### src/rtl/instr_fetch_if.sv
// instr_fetch_if: groups the instruction-memory bus and the fetch/datapath handshake.
// Ports: mem_req/mem_addr/mem_ready/mem_rvalid/mem_rdata (memory side),
//        PCSrc/PCTarget (redirect), Instr/PC/instr_valid/instr_ready (datapath side).
interface instr_fetch_if;
  // memory side
  logic        mem_req;
  logic [31:0] mem_addr;
  logic        mem_ready;
  logic        mem_rvalid;
  logic [31:0] mem_rdata;
  // redirect from the datapath
  logic        PCSrc;
  logic [31:0] PCTarget;
  // delivered instruction stream
  logic [31:0] Instr;
  logic [31:0] PC;
  logic        instr_valid;
  logic        instr_ready;

  // master: the fetch unit
  modport master (
    output mem_req, mem_addr, Instr, PC, instr_valid,
    input  mem_ready, mem_rvalid, mem_rdata, PCSrc, PCTarget, instr_ready
  );

  // slave: memory plus datapath seen as one environment
  modport slave (
    input  mem_req, mem_addr, Instr, PC, instr_valid,
    output mem_ready, mem_rvalid, mem_rdata, PCSrc, PCTarget, instr_ready
  );
endinterface

### src/rtl/instr_fetch.sv
// instr_fetch: fetches words from instruction memory into a 2-entry {PC, Instr} FIFO, with redirect.
// Latency: request accepted in cycle N, earliest response N+1, instr_valid in N+2; one request in flight.
// Backpressure: instr_ready=0 lets the FIFO fill to 2 entries, after which mem_req stays low.
// Ports: clk, reset (async active-low), bus (instr_fetch_if.master: memory bus, redirect, instr stream).
module instr_fetch #(
  parameter logic [31:0] RESET_PC = 32'h0000_0000
) (
  input  logic          clk,
  input  logic          reset,
  instr_fetch_if.master bus
);

  localparam logic [31:0] NOP = 32'h0000_0013;

  typedef enum logic [1:0] {
    REQ  = 2'd0,
    WAIT = 2'd1,
    DROP = 2'd2
  } state_t;

  state_t      state, state_nxt;
  logic [31:0] fetch_pc;
  logic [31:0] req_pc;
  // Held low through the first edge after reset so mem_req is 0 while reset is asserted
  // yet still derives from registered state only.
  logic        run;

  // FIFO: entry 0 is the head
  logic [1:0]  count;
  logic [31:0] pc0, in0, pc1, in1;

  logic accept;
  logic push;
  logic pop;
  logic mem_req;

  // ---------------------------------------------------------------------------
  // FSM next state and strobes
  // ---------------------------------------------------------------------------
  always_comb begin
    state_nxt = state;
    mem_req   = 1'b0;
    push      = 1'b0;
    pop       = 1'b0;

    mem_req = run && (state == REQ) && (count != 2'd2);
    accept  = mem_req && bus.mem_ready;
    pop     = (count != 2'd0) && bus.instr_ready && !bus.PCSrc;

    case (state)
      REQ: begin
        // An acceptance that coincides with a redirect is already stale.
        if (accept) state_nxt = bus.PCSrc ? DROP : WAIT;
      end
      WAIT: begin
        if (bus.mem_rvalid) begin
          state_nxt = REQ;
          push      = !bus.PCSrc;
        end else if (bus.PCSrc) begin
          state_nxt = DROP;
        end
      end
      DROP: begin
        if (bus.mem_rvalid) state_nxt = REQ;
      end
      default: state_nxt = REQ;
    endcase
  end

  // ---------------------------------------------------------------------------
  // State, fetch address and in-flight address
  // ---------------------------------------------------------------------------
  always_ff @(posedge clk or negedge reset) begin
    if (!reset) begin
      state    <= REQ;
      run      <= 1'b0;
      fetch_pc <= RESET_PC & 32'hFFFF_FFFC;
      req_pc   <= RESET_PC & 32'hFFFF_FFFC;
    end else begin
      state <= state_nxt;
      run   <= 1'b1;
      if (bus.PCSrc)
        fetch_pc <= bus.PCTarget & 32'hFFFF_FFFC;
      else if (accept)
        fetch_pc <= fetch_pc + 32'd4;   // wraps naturally at 2^32
      if (accept)
        req_pc <= fetch_pc;
    end
  end

  // ---------------------------------------------------------------------------
  // 2-entry FIFO; a redirect flushes it and overrides push/pop.
  // A push never meets a full FIFO: requests stop at occupancy 2 and only one is in flight.
  // ---------------------------------------------------------------------------
  always_ff @(posedge clk or negedge reset) begin
    if (!reset) begin
      count <= 2'd0;
      pc0   <= 32'h0;
      in0   <= NOP;
      pc1   <= 32'h0;
      in1   <= NOP;
    end else if (bus.PCSrc) begin
      count <= 2'd0;
    end else begin
      case ({push, pop})
        2'b10: begin
          if (count == 2'd0) begin
            pc0 <= req_pc;
            in0 <= bus.mem_rdata;
          end else begin
            pc1 <= req_pc;
            in1 <= bus.mem_rdata;
          end
          count <= count + 2'd1;
        end
        2'b01: begin
          pc0   <= pc1;
          in0   <= in1;
          count <= count - 2'd1;
        end
        2'b11: begin
          // occupancy unchanged; the new word goes behind whatever remains
          if (count == 2'd1) begin
            pc0 <= req_pc;
            in0 <= bus.mem_rdata;
          end else begin
            pc0 <= pc1;
            in0 <= in1;
            pc1 <= req_pc;
            in1 <= bus.mem_rdata;
          end
        end
        default: ;
      endcase
    end
  end

  // ---------------------------------------------------------------------------
  // Outputs
  // ---------------------------------------------------------------------------
  assign bus.mem_req     = mem_req;
  assign bus.mem_addr    = fetch_pc;
  assign bus.instr_valid = (count != 2'd0);
  assign bus.Instr       = (count != 2'd0) ? in0 : NOP;
  assign bus.PC          = (count != 2'd0) ? pc0 : 32'h0;

endmodule

### src/flat_wrapper.sv
// flat-port wrapper written by rule: the top's interface ports become plain ports
module instr_fetch_flat 
#(
  parameter logic [31:0] RESET_PC = 32'h0000_0000
)
  (clk, reset, bus_mem_req, bus_mem_addr, bus_Instr, bus_PC, bus_instr_valid, bus_mem_ready, bus_mem_rvalid, bus_mem_rdata, bus_PCSrc, bus_PCTarget, bus_instr_ready);
  instr_fetch_if bus_i ();
  input  logic clk;
  input  logic reset;
  output wire logic [$bits(bus_i.mem_req)-1:0] bus_mem_req;
  output wire logic [$bits(bus_i.mem_addr)-1:0] bus_mem_addr;
  output wire logic [$bits(bus_i.Instr)-1:0] bus_Instr;
  output wire logic [$bits(bus_i.PC)-1:0] bus_PC;
  output wire logic [$bits(bus_i.instr_valid)-1:0] bus_instr_valid;
  input wire logic [$bits(bus_i.mem_ready)-1:0] bus_mem_ready;
  input wire logic [$bits(bus_i.mem_rvalid)-1:0] bus_mem_rvalid;
  input wire logic [$bits(bus_i.mem_rdata)-1:0] bus_mem_rdata;
  input wire logic [$bits(bus_i.PCSrc)-1:0] bus_PCSrc;
  input wire logic [$bits(bus_i.PCTarget)-1:0] bus_PCTarget;
  input wire logic [$bits(bus_i.instr_ready)-1:0] bus_instr_ready;
  assign bus_mem_req = bus_i.mem_req;
  assign bus_mem_addr = bus_i.mem_addr;
  assign bus_Instr = bus_i.Instr;
  assign bus_PC = bus_i.PC;
  assign bus_instr_valid = bus_i.instr_valid;
  assign bus_i.mem_ready = bus_mem_ready;
  assign bus_i.mem_rvalid = bus_mem_rvalid;
  assign bus_i.mem_rdata = bus_mem_rdata;
  assign bus_i.PCSrc = bus_PCSrc;
  assign bus_i.PCTarget = bus_PCTarget;
  assign bus_i.instr_ready = bus_instr_ready;
  instr_fetch #(.RESET_PC(RESET_PC)) u_core (.clk(clk), .reset(reset), .bus(bus_i));
endmodule
### config.mk
export PLATFORM = sky130hd
export DESIGN_NAME = instr_fetch_flat
export DESIGN_NICKNAME = d
export VERILOG_FILES = /design/src/rtl/instr_fetch_if.sv /design/src/rtl/instr_fetch.sv /design/src/flat_wrapper.sv
export SDC_FILE = /design/constraint.sdc
export NUM_CORES = 1
export LEC_CHECK = 0
export CORE_UTILIZATION = 50
export DETAILED_ROUTE_END_ITERATION = 8
export DONT_BUFFER_PORTS = 1
export GPL_ROUTABILITY_DRIVEN = 0
export PLACE_DENSITY = 0.75
export SLEW_MARGIN = 25
export SYNTH_ARGS = -nofsm -noshare
export SYNTH_HDL_FRONTEND = slang
export SYNTH_SLANG_ARGS = --single-unit
### constraint.sdc
create_clock -name clk -period 1.8 [get_ports clk]
set_clock_uncertainty 0.1 [all_clocks]
set_input_delay 0.27 -clock clk [delete_from_list [all_inputs] [get_ports clk]]
set_output_delay 0.27 -clock clk [all_outputs]
set_load 0.02 [all_outputs]
# After elaboration in Yosys (flattened, before gate mapping)
# Cells that the tools add are included.
word_totals:
  reg_bits: 197
  in_bits: 70
  word_cells: 68
classes:
  add_sub_neg: 3
  eq_ne: 13
  muxes: 26
  n_bitwise: 1
  n_reduce_logical: 16
op_table:
  columns: ["cell", "count"]
  rows:
  - ["2-to-1 mux 32 bit", 12]
  - ["case mux 32 bit (3 select lines)", 2]
  - ["case mux 32 bit (2 select lines)", 2]
  - ["adder 32 x 3 -> 32 bit, second input constant", 1]
  - ["2-to-1 mux 2 bit", 6]
  - ["inequality test 2 bit, second input constant", 4]
  - ["equality test 2 x 1 -> 1 bit, second input constant", 3]
  - ["equality test 2 bit, second input constant", 3]
  - ["case mux 2 bit (3 select lines)", 1]
  - ["AND reduction 3 bit", 2]
  - ["nonzero test 2 bit", 3]
  - ["nonzero test 3 bit", 2]
  - ["logical AND 1 bit", 5]
  - ["logical NOT 2 bit", 2]
  - ["inequality test 2 x 1 -> 1 bit, second input constant", 2]
  - ["case mux 2 bit (2 select lines)", 1]
  - ["AND reduction 4 bit", 1]
  - ["inequality test 3 bit, second input constant", 1]
  - ["adder 2 x 1 -> 2 bit, second input constant", 1]
  - ["2-to-1 mux 1 bit", 2]
  - ["subtractor 2 x 1 -> 2 bit, second input constant", 1]
  - ["logical NOT 1 bit", 1]
  - ["NOT 1 bit", 1]

# Logic depth before layout (Yosys ltp)
# Gate-level depths: netlist (run 1).
depth:
  word_depth: 6
  ltp_mapped: 9
  ltp_nobuf: 7

# Worst setup path after synthesis (run 1)
# Ideal clock, no wire load.
synth_timing:
  kind: "reg2reg"
  startpoint: "reg u_core.count[0]"
  endpoint: "reg u_core.in1[10]"
  setup_time_ps: 125
  arrival_time_ps: 1776
  required_ps: 1575
  setup_slack_ps: -201
  stages_incl_launch_ff: 7
  path_buffers: 2
  path_cell_list: "dfrtp_1 inv_1 ha_1 buf_1 a211oi_4 buf_6 mux2_2"
synth_between:
  elab_chain_len: 6
  elab_cells_between_ends: 12
  cone_classes: "eq/ne: 5; mux: 1; reduce/logical: 6"
synth_rtl:
  columns: ["item", "line", "text"]
  rows:
  - ["from (decl)", "instr_fetch.sv:29", "logic [1:0] count;"]
  - ["from (signal assigned)", "instr_fetch.sv:114", "count <= count + 2'd1;"]
  - ["from (signal assigned)", "instr_fetch.sv:119", "count <= count - 2'd1;"]
  - ["nonzero test 2 bit", "instr_fetch.sv:48", "pop = (count != 2'd0) && bus.instr_ready && !bus.PCSrc;"]
  - ["logical AND 1 bit (2 in series)", "instr_fetch.sv:48", null]
  - ["equality test 2 bit", "instr_fetch.sv:105", "case ({push, pop})"]
  - ["inequality test 2 bit (no line) / nonzero test 2 bit (equally long branches)", null, null]
  - ["AND reduction 4 bit (no line)", null, null]
  - ["to (signal assigned)", "instr_fetch.sv:112", "in1 <= bus.mem_rdata;"]
  - ["to (signal assigned)", "instr_fetch.sv:130", "in1 <= bus.mem_rdata;"]
  - ["to (decl)", "instr_fetch.sv:30", "logic [31:0] pc0, in0, pc1, in1;"]
# Several ways; a longest one is shown, not always the timed one.
# A chain may end at the register's enable or synchronous reset.

# Worst setup path after layout (run 1)
layout_timing:
  startpoint: "reg u_core.count[1]"
  endpoint: "reg u_core.pc1[12]"
layout_between:
  elab_chain_len: 6
  elab_cells_between_ends: 12
  cone_classes: "eq/ne: 5; mux: 1; reduce/logical: 6"
layout_rtl:
  columns: ["item", "line", "text"]
  rows:
  - ["nonzero test 2 bit", "instr_fetch.sv:48", null]
  - ["logical AND 1 bit (2 in series)", "instr_fetch.sv:48", null]
  - ["equality test 2 bit", "instr_fetch.sv:105", null]
  - ["inequality test 2 bit (no line) / nonzero test 2 bit (equally long branches)", null, null]
  - ["AND reduction 4 bit (no line)", null, null]
  - ["to (signal assigned)", "instr_fetch.sv:111", "pc1 <= req_pc;"]
  - ["to (signal assigned)", "instr_fetch.sv:129", "pc1 <= req_pc;"]
  - ["to (decl)", "instr_fetch.sv:30", null]
# Several ways; a longest one is shown, not always the timed one.

==> results of run 1 <==
==> power by group through the flow <==
stage | sequential (mW) | clock (mW) | combinational (mW)
2_1_floorplan | 6.07 | 0 | 1.86
6_report | 6.53 | 4.03 | 5.09
4_1_cts | 6.20 | 3.97 | 4.01
5_1_grt | 6.64 | 4.22 | 5.37
3_3_place_gp | 6.10 | 0 | 2.47
3_5_place_dp | 6.18 | 0 | 2.55
==> worst max-delay path: cells and delay by family, from the launching register on <==
kind,cells,cell delay [ps]
mux,1,380
buf+inv,5,710
flops,1,410
fa+ha+maj,1,170
compound gates,1,280
==> Yosys cell counts, drive strengths merged (6+ instances only) <==
master	instances
and3	7
buf	24
clkbuf	27
dfrtp	184
dfstp	6
inv	7
mux2	65
mux2i	64
nand2	192
nand3	22
nand4	7
nor2	9
nor2b	60
nor4	6
o21ai	83
xnor2	10
xor2	16
==> cells by family (layout without fill, tap and decap cells) <==
family / after synthesis / after routing / synth area share (%)
AND/OR/NAND/NOR: 326 / 326 / 18.5
flip-flops: 190 / 190 / 53.4
multiplexers: 129 / 129 / 15.4
AO/OA/AOI/OAI: 99 / 99 / 6.21
buffers and inverters: 58 / 271 / 3.34
XOR/XNOR: 26 / 26 / 2.55
adder cells (fa/ha/maj): 4 / 4 / 0.561
other: 2 / 3 / 0.0842
==> placed cells by master, fill, tap and decap left out, types with 4 or more instances in the layout <==
cell and n:
mux2_2 17, mux2i_2 11, mux2_4 48, mux2i_4 19
o21ai_2 48, nand2_2 38, or2_4 4, and3_1 4
nand2_4 28, buf_4 70, buf_12 22, o21ai_4 4
dlygate4sd3_1 63, dfrtp_2 6, nand2_1 125, buf_6 36
nor4_4 5, xor2_1 16, clkbuf_16 24, o221ai_1 4
nand4_1 7, nand3_1 13, dfstp_2 6, buf_8 7
o21ai_1 30, nor2b_1 6, xnor2_2 7, nand3_2 6
nor2_4 4, inv_1 4, nor2b_4 54, buf_16 27
mux2i_1 34, dfrtp_1 178, nor2_1 5
==> flip-flops by register name, summed over array words and instances, names as in the netlist <==
register             count
u_core.run               1
u_core.in0              32
u_core.in1              32
u_core.bus.mem_addr     30
u_core.count             2
u_core.pc0              31
u_core.req_pc           30
u_core.pc1              30
u_core.state             2
==> worst max-delay path by stage <==
| stage | start | end | slack [ps] |
|---|---|---|---|
| 2_1_floorplan | u_core.count[0] | u_core.in1[10] | -110 |
| 3_3_place_gp | u_core.count[1] | u_core.in1[30] | -200 |
| 3_5_place_dp | u_core.count[1] | u_core.in1[28] | -240 |
| 4_1_cts | u_core.count[0] | bus_PC[24] | -320 |
| 5_1_grt | u_core.count[1] | u_core.pc1[12] | -440 |
| 6_report | u_core.count[1] | u_core.pc1[12] | -410 |
==> layout make-up <==
type | count | area, sq um
Tap cell | 225 | 282
Fill cell | 860 | 3050
Clock buffer | 20 | 457
Timing Repair Buffer | 233 | 3060
Sequential cell | 190 | 4770
Clock inverter | 11 | 156
Multi-Input combinational cell | 587 | 5560
Inverter | 7 | 28.8
==> layer usage <==
layer	GRT usage (%)	share of wire, %	vias up
li1	-	-	3258
met1	39.2	39	3754
met2	50.2	52	305
met3	5.69	5.6	77
met4	11.9	3.5	0
met5	0	0	-
==> repair_timing <==
item                                    CTS  global route
endpoints found under the hold margin   288           190
endpoints found under the setup margin  221           253
gates resized for setup                 322           248
gates cloned                             31             8
buffers inserted                         32            14
pin swaps                                47            64
==> results.ini, run 1 <==
[critical_path]
r2r_setup_slack_ps=-410
r2r-start=u_core.count[1]
critPathLaunchType=register
criticalPathCategory=reg2reg
crit_top_cell=buf_6
crit_arrival_ps=2440
r2r_cells=8
path_cells=inv_2, ha_4, buf_12, buf_6, a211oi_4, buf_6, buf_16, mux2_2
critPathCaptureType=register
cp_slowest_cell=dfrtp_1
critPathMaxFanout=23
slowest_delay_ps=410
cp.required_ps=2020
rr_endpoint=u_core.pc1[12]

[floorplanning]
core-area_sq_um=17400
rows=48
start_util_pct=51.4
die_w_microns=136
die_h_microns=136
dieArea_sq_um=18400
io-pin-count=168

[clock_network]
holdBufCountCts=64
clock_latency_ps=450
cts_buffer_depth=2
cts_buffers=17
cts_sinks=190
root_buffer=clkbuf_16
clkTransAtPathRegs_ps=70
htreeDepth=4
cts_tree=built

[placement]
pre_cts_ws_ps=-236
dp_hpwl_mm=12.7
dp.cells=1102
port_buffers=0
place_area_sq_um=9800

[drt]
via_per_inst=5.81
wl_per_cell_microns=24.2
drt_wl_total_mm=30.8
drc=0
drt-initial-drc-count=472
drt.antenna.violating_nets=0
vias=7394
first_pass_iters=4

[sta]
rsz0062_at_grt=yes
finalSetupViolCount=253
period_share_pct=123
setup_tns_ps=-71210
whs_ps=-581
setup_ws_ps=-414
period_minus_slack_ps=2210
hold_viol_final=190
finalMaxSlewViolations=0
max_clock_freq_mhz=452

[synthesis]
synth_top_flop_cell=dfrtp_1
ys_async_sr_fraction_pct=100
ys_seq_area_share_pct=53.4
ys_top_cells_by_area=dfrtp_1 52%, mux2_2 8.2%, nand2_1 8.1%
synth_top_cell_area_share_pct=51.6
syn-mean-instance-area_sq_um=10.7
synth_cell_type_count=49
yosysTopAreaCell=dfrtp_1
synth_edf_count=0
ys_warn_count=0
yosys_register_bits=190
synth_area_sq_um=8920
synthCells=834

[grt]
grt_pass1_vias=7392
overflow=0
grt_first_pass_wirelength_mm=41.2
grt_max_degree=191
antenna_found_initial=0
grt_usage_pct=30.3

[pwr]
p_total_mw=15.7
seqPwrFrac_pct=41.7
netSwitchingPower_mw=5.22
powerDensity_nw_per_um2=1090
pwr-share-comb_pct=32.5
peakVddDrop_v=0.000790
switching_share_pct=33.3
clock_power_share_pct=25.7
leakage_nw=6.55
p_int_mw=10.4

[status]
violations=hold timing, setup timing
status=complete, but fails checks

[finish]
area_delta_synth_final_pct=60.4
fin_area_sq_um=14300
nNetsFinal=1110
drive_gt1_share_pct=50.7
finalNonFillerCells=1273
finish.utilization_pct=82.4
diodes=0

[flow_run]
cap_violations=0

[hold_path]
hp-class=in2async

No activity file was read; power rests on OpenSTA's default activity.
==> run 2, diff against run 1 <==
- PLACE_DENSITY: 0.75 -> 0.72
- clock period: 1.8 -> 2.3 ns (I/O delays scaled with it)
==> run 2 against run 1 <==
Against the previous run:
- the run ends with hold timing left
- power decreased by 37%
- worst hold slack improved by 88 ps
- first-iteration DRC count decreased by 33%
- sequential power decreased by 26%
- core utilization decreased by 20 points
- clock-buffer cell count decreased by 1
- clock power decreased by 25%
- sequential share of layout area increased by 11 points
- wire length decreased by 37%
- setup slack improved by 480 ps
- register-to-register slack improved by 480 ps
- sequential cell count unchanged
- critical endpoint is now u_core.pc1[19]
- largest cell class is now registers
==> results.ini, run 2 (synthesis gave the netlist of run 1 again) <==
[sta]
rsz0062_at_grt=yes
max_clock_freq_mhz=448
finalSetupViolCount=0
whs_ps=-493
finalMaxSlewViolations=0
period_share_pct=97.1
hold_viol_final=190
relSlewSlack_pct=57.1
period_minus_slack_ps=2230
tightest_slew_ps=643
setup_tns_ps=0

[finish]
area_delta_synth_final_pct=20.7
nNetsFinal=999
reg_top3=u_core.in0 x32, u_core.in1 x32, u_core.pc0 x31
layout_commonest_cell=nand2_1
drive_gt1_share_pct=20.1
diodes=0
final_cell_mix=192 x nand2_1, 184 x dfrtp_1, 71 x o21ai_0
finish.utilization_pct=62.0

[clock_network]
cts_buffer_depth=2
cts_sinks=190
htreeDepth=4
clock_latency_ps=430
clkTransAtPathRegs_ps=70
cts_tree=built
holdBufCountCts=65
root_buffer=clkbuf_16
cts_buffers=17

[drt]
wl_per_cell_microns=16.8
drt.antenna.violating_nets=0
via_per_inst=5.28
drt_wl_total_mm=19.6
vias=6132
drt-initial-drc-count=315
first_pass_iters=4
drc=0

[floorplanning]
die_h_microns=136
dieArea_sq_um=18400
rows=48
core-area_sq_um=17400
start_util_pct=51.4
io-pin-count=168
die_w_microns=136

[placement]
port_buffers=0
dp_hpwl_mm=12.1

[critical_path]
critPathMaxFanout=11
crit_top_cell=buf_4
critPathLaunchType=register
path_cells=inv_1, ha_4, nor3b_2, buf_4, a211oi_4, buf_4, clkbuf_16, mux2_2
critPathCaptureType=register
cp.required_ps=2510
crit_arrival_ps=2440
slowest_delay_ps=390
cp_slowest_cell=dfrtp_1
criticalPathCategory=reg2reg

[pwr]
switching_share_pct=29.4
peakVddDrop_v=0.000559
pwr-share-comb_pct=20.1
p_total_mw=9.80
p_int_mw=6.91
powerDensity_nw_per_um2=910
leakage_nw=5.28
netSwitchingPower_mw=2.88
seqPwrFrac_pct=48.9
clock_power_share_pct=30.9

[status]
status=complete, but fails checks
violations=hold timing

[flow_run]
cap_violations=0

[grt]
grt_pass1_vias=5880
antenna_found_initial=0
grt_max_degree=191
grt_usage_pct=21.2
grt_first_pass_wirelength_mm=30.2
overflow=0

[hold_path]
hp-class=in2async

## run 2: cell types whose count changed in the layout (fill, tap and decap cells not counted), moves of 27 or more
cell     delta
o21ai_0    +70
nand2_1    +67
nor2b_4    -54
mux2_2     +48
mux2_4     -48
nor2b_1    +48
o21ai_2    -48
nand2_2    -38
buf_6      -35
mux2i_1    +30
nand2_4    -28
buf_16     -27
## run 2: per-stage QoR
stage                     cells  instance area, sq um  setup slack [ps]
after global placement     1061                  9390               130
final                      1162                 10800              66.7
after detailed placement   1061                  9390              86.4
after CTS                  1157                 10700              7.79
after global routing       1162                 10800             -18.0
after floorplan             835                  8920               299
## run 2: area by class of cell
| type | count | area [sq um] |
|---|---|---|
| Inverter | 7 | 26.3 |
| Multi-Input combinational cell | 588 | 3920 |
| Tap cell | 225 | 282 |
| Sequential cell | 190 | 4760 |
| Fill cell | 1427 | 6590 |
| Clock inverter | 12 | 163 |
| Clock buffer | 19 | 443 |
| Timing Repair Buffer | 121 | 1170 |
## run 2: routing by layer
layer | vias to the layer above | track usage (%) | wire length [microns]
met4 | 0 | 8.86 | 312
li1 | 3000 | - | -
met1 | 2936 | 30.0 | 9300
met3 | 21 | 4.68 | 1070
met5 | - | 0 | 0
met2 | 175 | 31.6 | 8870
## run 2: worst paths after layout
check / start / end / slack (ps) / depth (start not counted)
hold / removal: reset / u_core.bus.mem_addr[26] / -490 / 0
setup reg to reg: u_core.count[1] / u_core.pc1[19] / 70 / 8
min in group clk: bus_mem_rdata[8] / u_core.in0[8] / 20 / 2
hold reg to reg: u_core.in0[5] / u_core.in0[5] / 370 / 2
max in group asynchronous: reset / u_core.pc1[22] / 2100 / 0
setup / recovery: u_core.count[1] / u_core.pc1[19] / 70 / 8
## run 2: power by group through the flow
stage          sequential, mW  clock (mW)  combinational, mW
3_5_place_dp             4.86           0               1.84
5_1_grt                  4.91        3.21               2.21
4_1_cts                  4.79        3.09               1.97
2_1_floorplan            4.74           0               1.42
6_report                 4.80        3.03               1.97
3_3_place_gp             4.79           0               1.78
## run 2: worst max-delay path: cells and delay by family, from the launching register on
family / cells / cell delay, ps
compound gates: 1 / 320
fa+ha+maj: 1 / 210
buf+inv: 4 / 700
flops: 1 / 390
mux: 1 / 340
simple gates: 1 / 50
## run 2: timing repair
| item | CTS | global route |
|---|---|---|
| setup endpoints to repair | 52 | 119 |
| pin swaps | 0 | 1 |
| setup buffers | 0 | 2 |
| resized for setup | 4 | 11 |
| cloned | 0 | 3 |
| endpoints found under the hold margin | 265 | 190 |
==> run 3, diff against run 2 <==
- CORE_MARGIN: default -> 1.5
- clock period: 2.3 -> 2.5 ns (I/O delays scaled with it)
==> run 3 against run 2 <==
Against the previous run:
- the flow still finishes with violations (hold timing)
- critical path type is now reg2out
- clock-buffer cell count is the same
- non-clock buffer count down 18
- critical endpoint is now bus_PC[13]
- global-route usage increased by 0.068 points
- worst hold slack improved by 38 ps
- sequential power fell by 7.7%
==> results.ini, run 3 (synthesis gave the netlist of run 1 again) <==
[status]
status=complete, but fails checks
violations=hold timing

[grt]
grt_pass1_vias=6036
grt_first_pass_wirelength_mm=30.8
overflow=0
grt_usage_pct=21.3
grt_max_degree=191
antenna_found_initial=0

[pwr]
powerDensity_nw_per_um2=847
p_total_mw=8.95
seqPwrFrac_pct=49.5
netSwitchingPower_mw=2.61
leakage_nw=5.18
pwr-share-comb_pct=19.3
p_int_mw=6.34
peakVddDrop_v=0.000536
clock_power_share_pct=31.2
switching_share_pct=29.2

[sta]
tightest_slew_ps=619
whs_ps=-455
period_share_pct=94.9
max_clock_freq_mhz=422
period_minus_slack_ps=2370
finalSetupViolCount=0
setup_ws_ps=128
rsz0062_at_grt=no
relSlewSlack_pct=58.3
finalMaxSlewViolations=0
hold_viol_final=190
setup_tns_ps=0

[placement]
port_buffers=0
dp_hpwl_mm=12.2
dp.cells=1049
pre_cts_ws_ps=123
place_area_sq_um=9300

[critical_path]
cp_slowest_cell=nor2b_1
cp.required_ps=2030
rr_endpoint=u_core.bus.mem_addr[5]
critPathCaptureType=primary output
r2r-start=u_core.count[0]
crit_arrival_ps=1900
r2r_setup_slack_ps=180
critPathLaunchType=register
path_cells=inv_1, ha_2, buf_6, nor2b_1
criticalPathCategory=reg2out
critPathMaxFanout=41
slowest_delay_ps=520
r2r_cells=9

[floorplanning]
rows=48
io-pin-count=168
dieArea_sq_um=18600
core-area_sq_um=17400
start_util_pct=51.4
die_h_microns=137
die_w_microns=137

[flow_run]
cap_violations=0

[drt]
drt_wl_total_mm=19.1
drt.antenna.violating_nets=0
via_per_inst=5.32
drt-initial-drc-count=333
first_pass_iters=4
wl_per_cell_microns=16.7
drc=0
vias=6076

[clock_network]
root_buffer=clkbuf_16
cts_tree=built
holdBufCountCts=63
cts_sinks=190
cts_buffers=17
clock_latency_ps=430
clkTransAtPathRegs_ps=70
cts_buffer_depth=2
htreeDepth=4

[finish]
drive_gt1_share_pct=17.9
finalNonFillerCells=1143
nNetsFinal=980
reg_top3=u_core.in0 x32, u_core.in1 x32, u_core.pc0 x31
fin_area_sq_um=10600
final_cell_mix=192 x nand2_1, 184 x dfrtp_1, 71 x o21ai_0
area_delta_synth_final_pct=18.4
finish.utilization_pct=60.9
nFillCells=1402
layout_commonest_cell=nand2_1
diodes=0

[hold_path]
hp-class=in2async

==> run 3: layout make-up <==
| cell class | instances | area (sq um) | area share [%] |
|---|---|---|---|
| multi-input cells | 587 | 3890 | 36.8 |
| clock buffers | 19 | 453 | 4.29 |
| well taps | 225 | 282 | 2.67 |
| flip-flops and latches | 190 | 4760 | 45.1 |
| clock inverters | 12 | 159 | 1.50 |
| inverters | 7 | 26.3 | 0.249 |
| repair buffers | 103 | 995 | 9.42 |
==> run 3: what timing repair did <==
action / 4_1_cts / 5_1_grt
resized for setup: 0 / 2
endpoints found under the setup margin: 0 / 12
setup buffers: 0 / 0
endpoints found under the hold margin: 254 / 190
==> run 3: power by group through the flow <==
stage | Combinational [mW] | Clock [mW] | Sequential (mW)
floorplan | 1.31 | 0 | 4.36
global placement | 1.60 | 0 | 4.43
detailed placement | 1.65 | 0 | 4.49
CTS | 1.75 | 2.86 | 4.43
global route | 1.95 | 2.98 | 4.54
finish | 1.73 | 2.79 | 4.43
==> run 3: critical path: cells and delay by family, from the launching register on <==
kind	cells	cell delay, ps
AND/OR/NAND/NOR	1	520
flip-flops	1	380
buffers and inverters	2	310
adder cells (fa/ha/maj)	1	240
==> run 3: how the worst max path moves through the flow <==
stage	start	endpoint	slack, ps
5_1_grt	u_core.count[0]	u_core.bus.mem_addr[23]	9
2_1_floorplan	u_core.count[0]	u_core.in1[10]	500
3_5_place_dp	u_core.count[0]	u_core.bus.mem_addr[24]	120
4_1_cts	u_core.count[0]	bus_PC[13]	30
6_report	u_core.count[0]	bus_PC[13]	130
3_3_place_gp	u_core.count[0]	u_core.bus.mem_addr[24]	210
==> run 3: per-layer routing <==
metal	up-vias	share of wire, %	track usage, %
met3	25	5.6	4.74
met5	-	0	0
met4	0	1.8	7.68
li1	2971	-	-
met2	160	46	33.4
met1	2920	47	29.1
